## src/rtl/r8mbe_pp_accum_pkg.sv

```systemverilog
// Shared constants, types and partial-product alignment helper for the
// radix-8 MBE partial-product accumulator.
package r8mbe_pkg;

   localparam int NUM_PP     = 8;
   localparam int PP_WIDTH   = 26;
   localparam int PP_SHIFT   = 3;
   localparam int PROD_WIDTH = 48;

   typedef logic [PP_WIDTH-1:0]   pp_t;
   typedef pp_t  [NUM_PP-1:0]     pp_array_t;
   typedef logic [PROD_WIDTH-1:0] prod_t;

   // k is the zero-based partial-product index, so P(k+1) gets weight 2^(3k).
   function automatic prod_t align_pp(pp_t pp, int k);
      prod_t ext;
      ext = {{(PROD_WIDTH-PP_WIDTH){pp[PP_WIDTH-1]}}, pp};
      return ext << (PP_SHIFT * k);
   endfunction

endpackage

```

## src/rtl/r8mbe_pp_accum_pipe_stage.sv

```systemverilog
// Single valid/ready register slice with synchronous flush; ready is
// combinational from downstream ready (no skid buffer).
module r8mbe_pipe_stage #(
   parameter int WIDTH = 48
) (
   input  logic             clk_i,
   input  logic             rst_ni,
   input  logic             flush_i,
   input  logic             in_valid_i,
   output logic             in_ready_o,
   input  logic [WIDTH-1:0] in_data_i,
   output logic             out_valid_o,
   input  logic             out_ready_i,
   output logic [WIDTH-1:0] out_data_o
);

   logic             valid_d, valid_q;
   logic [WIDTH-1:0] data_d,  data_q;

   // Flush blocks acceptance so nothing offered during a flush is captured.
   assign in_ready_o  = !flush_i && (!valid_q || out_ready_i);
   assign out_valid_o = valid_q;
   assign out_data_o  = data_q;

   always_comb begin
      // NOTE: defaults first so every path assigns every output -- no latch.
      valid_d = valid_q;
      data_d  = data_q;
      if (flush_i) begin
         valid_d = 1'b0;
      end else if (in_valid_i && in_ready_o) begin
         valid_d = 1'b1;
         data_d  = in_data_i;
      end else if (out_ready_i) begin
         valid_d = 1'b0;
      end
   end

   // NOTE: the data register is reset too, so product_o reads 0 out of reset.
   always_ff @(posedge clk_i or negedge rst_ni) begin
      if (!rst_ni) begin
         // NOTE: non-blocking assignments for all state so flops update together.
         valid_q <= 1'b0;
         data_q  <= '0;
      end else begin
         valid_q <= valid_d;
         data_q  <= data_d;
      end
   end

endmodule

```

## src/rtl/r8mbe_pp_accum.sv

```systemverilog
// Two-stage pipelined accumulator: aligns and sums eight signed radix-8 MBE
// partial products into the 48-bit product of a 24x24 mantissa multiply.
module r8mbe_pp_accum
   import r8mbe_pkg::*;
(
   input  logic                         clk_i,
   input  logic                         rst_ni,
   input  logic                         flush_i,
   input  logic                         in_valid_i,
   output logic                         in_ready_o,
   input  logic [NUM_PP*PP_WIDTH-1:0]   pp_i,
   output logic                         out_valid_o,
   input  logic                         out_ready_i,
   output logic [PROD_WIDTH-1:0]        product_o
);

   pp_array_t                 pp;
   prod_t                     sum_lo, sum_hi;
   logic [2*PROD_WIDTH-1:0]   s1_data;
   logic                      s1_valid, s2_ready;
   prod_t                     s2_sum;

   assign pp = pp_i;

   // Lower and upper halves are summed separately to split the adder tree.
   always_comb begin
      sum_lo = '0;
      sum_hi = '0;
      for (int k = 0; k < NUM_PP/2; k++) begin
         sum_lo = sum_lo + align_pp(pp[k], k);
         sum_hi = sum_hi + align_pp(pp[k + NUM_PP/2], k + NUM_PP/2);
      end
   end

   r8mbe_pipe_stage #(.WIDTH(2*PROD_WIDTH)) u_stage1 (
      .clk_i       (clk_i),
      .rst_ni      (rst_ni),
      .flush_i     (flush_i),
      .in_valid_i  (in_valid_i),
      .in_ready_o  (in_ready_o),
      .in_data_i   ({sum_hi, sum_lo}),
      .out_valid_o (s1_valid),
      .out_ready_i (s2_ready),
      .out_data_o  (s1_data)
   );

   assign s2_sum = s1_data[PROD_WIDTH-1:0] + s1_data[2*PROD_WIDTH-1:PROD_WIDTH];

   r8mbe_pipe_stage #(.WIDTH(PROD_WIDTH)) u_stage2 (
      .clk_i       (clk_i),
      .rst_ni      (rst_ni),
      .flush_i     (flush_i),
      .in_valid_i  (s1_valid),
      .in_ready_o  (s2_ready),
      .in_data_i   (s2_sum),
      .out_valid_o (out_valid_o),
      .out_ready_i (out_ready_i),
      .out_data_o  (product_o)
   );

endmodule

```

## config.mk

```make
export PLATFORM = sky130hd
export DESIGN_NAME = r8mbe_pp_accum
export DESIGN_NICKNAME = d
export VERILOG_FILES = /design/src/rtl/r8mbe_pp_accum_pkg.sv /design/src/rtl/r8mbe_pp_accum_pipe_stage.sv /design/src/rtl/r8mbe_pp_accum.sv
export SDC_FILE = /design/constraint.sdc
export NUM_CORES = 1
export LEC_CHECK = 0
export CAP_MARGIN = 10
export CELL_PAD_IN_SITES_DETAIL_PLACEMENT = 0
export CELL_PAD_IN_SITES_GLOBAL_PLACEMENT = 1
export CORE_ASPECT_RATIO = 1.75
export CORE_MARGIN = 3
export CORE_UTILIZATION = 43
export CTS_CLUSTER_SIZE = 24
export DETAILED_ROUTE_END_ITERATION = 12
export PLACE_DENSITY = 0.95
export SYNTH_ARGS = -nofsm -noshare
export SYNTH_HDL_FRONTEND = slang
export SYNTH_SLANG_ARGS = --single-unit
```

## constraint.sdc

```tcl
create_clock -name clk_i -period 7.4 [get_ports clk_i]
set_clock_uncertainty 0.1 [all_clocks]
set_input_delay 1.48 -clock clk_i [delete_from_list [all_inputs] [get_ports clk_i]]
set_output_delay 1.48 -clock clk_i [all_outputs]
set_load 0.01 [all_outputs]
```

==> results.json <==
{
  "status": "finished, final reports clean",
  "numPortBuffers": 262,
  "min_path_type": "reg -> reg",
  "grt_overflow": 0,
  "ys.flop_type": "dfrtp_1",
  "r2r_cells": 12,
  "h-tree-depth": 4,
  "synth.area.top_cells": "dfrtp_1, ha_1, fa_1, nand2_1, o21ai_0",
  "seq_area_sq_mm": 0.003053,
  "cts_tree": "built",
  "hold_depth": 2,
  "fin_nets": 2010,
  "core_sq_mm": 0.02743,
  "synth_top_area_share_pct": 25.29,
  "min_to": "u_stage2.out_data_o[43]",
  "start_util_pct": 44.02,
  "die-area_sq_mm": 0.03020,
  "reg2reg_from": "u_stage1.out_data_o[12]",
  "syn_inst": 1335,
  "worstSetupPathType": "in -> reg",
  "hp-start": "u_stage2.out_data_o[43]",
  "vias": 10584,
  "route.detailed.drc": 0,
  "drive_above_1_share_pct": 4.266,
  "r2r-end": "u_stage2.out_data_o[46]",
  "dp.cells": 1931,
  "dp_hpwl_um": 25690,
  "cp-end-kind": "register",
  "fin_crit_sh_pct": 85.87,
  "dpl_worst_slack_ps": 581.8,
  "slew_violations": 0,
  "syn_nets": 1764,
  "synth_seq_cells": 122,
  "avgSynthCellArea_sq_um": 9.043,
  "p_leak_nw": 7.122,
  "grt_pass1_vias": 10965,
  "cap_violations": 0,
  "dpl_cell_area_sq_mm": 0.01506,
  "drtPass1Iterations": 5,
  "syn_area_sq_mm": 0.01207,
  "finalHoldViolCount": 0,
  "relSlewSlack_pct": 42.43,
  "path_cells": "clkdlybuf4s50_1 > inv_1 > fa_1 > inv_1 > ha_1 > nor2b_1 > o31a_1 > o2111ai_1 > o211ai_1 > or3b_1 > a21o_1 > a21o_1 > a21oi_1 > xnor2_1 > ha_1 > nand2_1 > nor2_1 > o41a_1 > a21oi_1 > o21ai_0 > a21oi_1 > xor2_1 > o21ai_0",
  "cts_buffer_depth": 2,
  "rsz0062_at_grt": "false",
  "stdcell_area_sq_mm": 0.01569,
  "final_cells": 1965,
  "clock_latency_ps": 420,
  "worst_pin_slew_ps": 863.6,
  "synth.largest_area_cell": "dfrtp_1",
  "area_growth_pct": 29.94,
  "ys_warn_count": 0,
  "path_clk_slew_ps": 60,
  "cpMostUsedCell": "a21oi_1",
  "cts_made_buffers": 17,
  "multi_input_area_sq_mm": 0.008761,
  "ctsResizeCount": 0,
  "drt-vias-per-instance": 5.386,
  "fin_tns_setup_ps": 0,
  "slowest_stage": "fa_1",
  "post-cts-setup-buffer-count": 0,
  "gp_congestion": 0.8679,
  "powerDensity_mw_per_mm2": 346.8,
  "boundaryPins": 263,
  "period_needed_ps": 6354,
  "crit_arrival_ps": 6510,
  "fmax_mhz": 157.4,
  "cp_max_fo": 4,
  "required_ps": 7560,
  "wire_per_inst_um": 15.65,
  "die_w_um": 132.7,
  "wl_um": 30740,
  "startpoint_type": "input port",
  "synth_edf_count": 0,
  "drtIter0Drc": 435,
  "track_usage_pct": 20.65,
  "yosysUniqueCellTypes": 77,
  "ir_drop_mv": 0.1538,
  "ys_seq_area_share_pct": 25.29,
  "n_fill_cell": 2526,
  "cts_sinks": 122,
  "antenna_left": 0,
  "root_buffer": "clkbuf_16",
  "grt_max_degree": 85,
  "r2r_setup_slack_ps": 4210,
  "grt_antenna_before_repair": 1,
  "grt_pass1_wl_um": 51460,
  "rows": 80,
  "max_stage_delay_ps": 530,
  "layout_setup_ws_ps": 1046,
  "cp-startpoint": "pp_i[110]",
  "synthArstFlopShare_pct": 100.0,
  "setup_viol": 0,
  "cts_hold_buf": 0,
  "die_y_um": 227.7,
  "final_core_util_pct": 57.20
}
==> power by group <==
group / switching, mW / total [mW] / internal (mW)
clock network: 0.325 / 0.872 / 0.547
logic: 1.90 / 3.46 / 1.56
registers: 0.173 / 1.11 / 0.938
total: 2.40 / 5.44 / 3.04
==> synthesized netlist by cell type, types with 3 or more instances <==
| cell | count |
|---|---|
| nand2_1 | 217 |
| ha_1 | 134 |
| dfrtp_1 | 122 |
| o21ai_0 | 121 |
| a21oi_1 | 106 |
| fa_1 | 82 |
| a21o_1 | 68 |
| nor2_1 | 57 |
| xor2_1 | 53 |
| xnor2_1 | 47 |
| clkbuf_1 | 36 |
| inv_1 | 32 |
| nand3_1 | 23 |
| nand2b_1 | 17 |
| nor3_1 | 16 |
| a211oi_1 | 13 |
| a31oi_1 | 13 |
| nand4_1 | 13 |
| o211ai_1 | 12 |
| o21a_1 | 11 |
| o21bai_1 | 11 |
| and3_1 | 9 |
| o21ai_1 | 9 |
| nor2b_1 | 8 |
| a21boi_0 | 5 |
| o2111ai_1 | 5 |
| or3_1 | 5 |
| a221o_1 | 4 |
| a41oi_1 | 4 |
| and2_1 | 4 |
| mux2i_1 | 4 |
| o31ai_1 | 4 |
| a211o_1 | 3 |
| and4_1 | 3 |
| buf_1 | 3 |
| or4_1 | 3 |
==> registers in the layout (all words and copies together) (netlist names) <==
| name | flops |
|---|---|
| u_stage2.out_data_o | 48 |
| u_stage2.out_valid_o | 1 |
| u_stage1.out_valid_o | 1 |
| u_stage1.out_data_o | 72 |
==> through the flow <==
stage | hold WS (ps) | total power [mW]
floorplan | 338.6 | 3.536
global placement | 345.1 | 4.541
detailed placement | 358.6 | 4.594
CTS | 371.1 | 5.491
global route | 384.6 | 5.957
finish | 368.0 | 5.441
==> worst max-delay path: cells and delay by family <==
family | cells | cell delay [ps]
xor+xnor | 2 | 300
simple gates | 4 | 690
buf+inv | 3 | 550
fa+ha+maj | 3 | 1150
compound gates | 11 | 2360
==> layout make-up <==
class	count	area share, %
well taps	369	2.943
flip-flops and latches	122	19.46
inverters	32	0.7657
clock inverters	14	1.188
clock buffers	18	2.799
diodes	2	0.03190
repair buffers	267	16.96
multi-input cells	1141	55.85
==> routing by layer <==
layer  track usage, %  part of all wire [%]  routed length [um]  up-vias
li1                 -                     -                   -     5294
met1            22.42                    39               11870     5053
met2            41.69                    57               17460      201
met3            2.070                   2.8                 853       36
met4            6.275                   1.8                 550        0
met5                0                     0                   0        -
==> placed cells by master (no fill, tap or decap), types with 47 or more instances in the layout <==
cell / netlist / final
a21o_1: 68 / 68
a21oi_1: 106 / 106
ha_1: 134 / 134
xor2_1: 53 / 53
nor2_1: 57 / 57
o21ai_0: 121 / 121
nand2_1: 217 / 216
clkdlybuf4s50_1: 0 / 261
dfrtp_1: 122 / 122
xnor2_1: 47 / 47
fa_1: 82 / 82
==> logic make-up (layout without fill, tap and decap cells) <==
| family | count (synthesis) | after routing | share of synthesized area, % |
|---|---|---|---|
| AO/OA/AOI/OAI | 430 | 430 | 22.89 |
| AND/OR/NAND/NOR | 389 | 389 | 14.31 |
| adder cells (fa/ha/maj) | 216 | 216 | 27.48 |
| flip-flops | 122 | 122 | 25.29 |
| XOR/XNOR | 100 | 100 | 7.255 |
| buffers and inverters | 72 | 331 | 2.249 |
| multiplexers | 6 | 6 | 0.5182 |
| other | 0 | 2 | 0 |
==> worst max path at each step <==
stage                         endpoint  slack (ps)  cells past startpoint
3_3_place_gp   u_stage1.out_data_o[94]         660                     22
4_1_cts        u_stage1.out_data_o[94]        1020                     22
3_5_place_dp   u_stage1.out_data_o[94]         580                     22
5_1_grt        u_stage1.out_data_o[94]         750                     22
6_report       u_stage1.out_data_o[92]        1050                     23
2_1_floorplan  u_stage1.out_data_o[94]        1580                     21
Note: power is estimated with default switching activity, not from simulation.
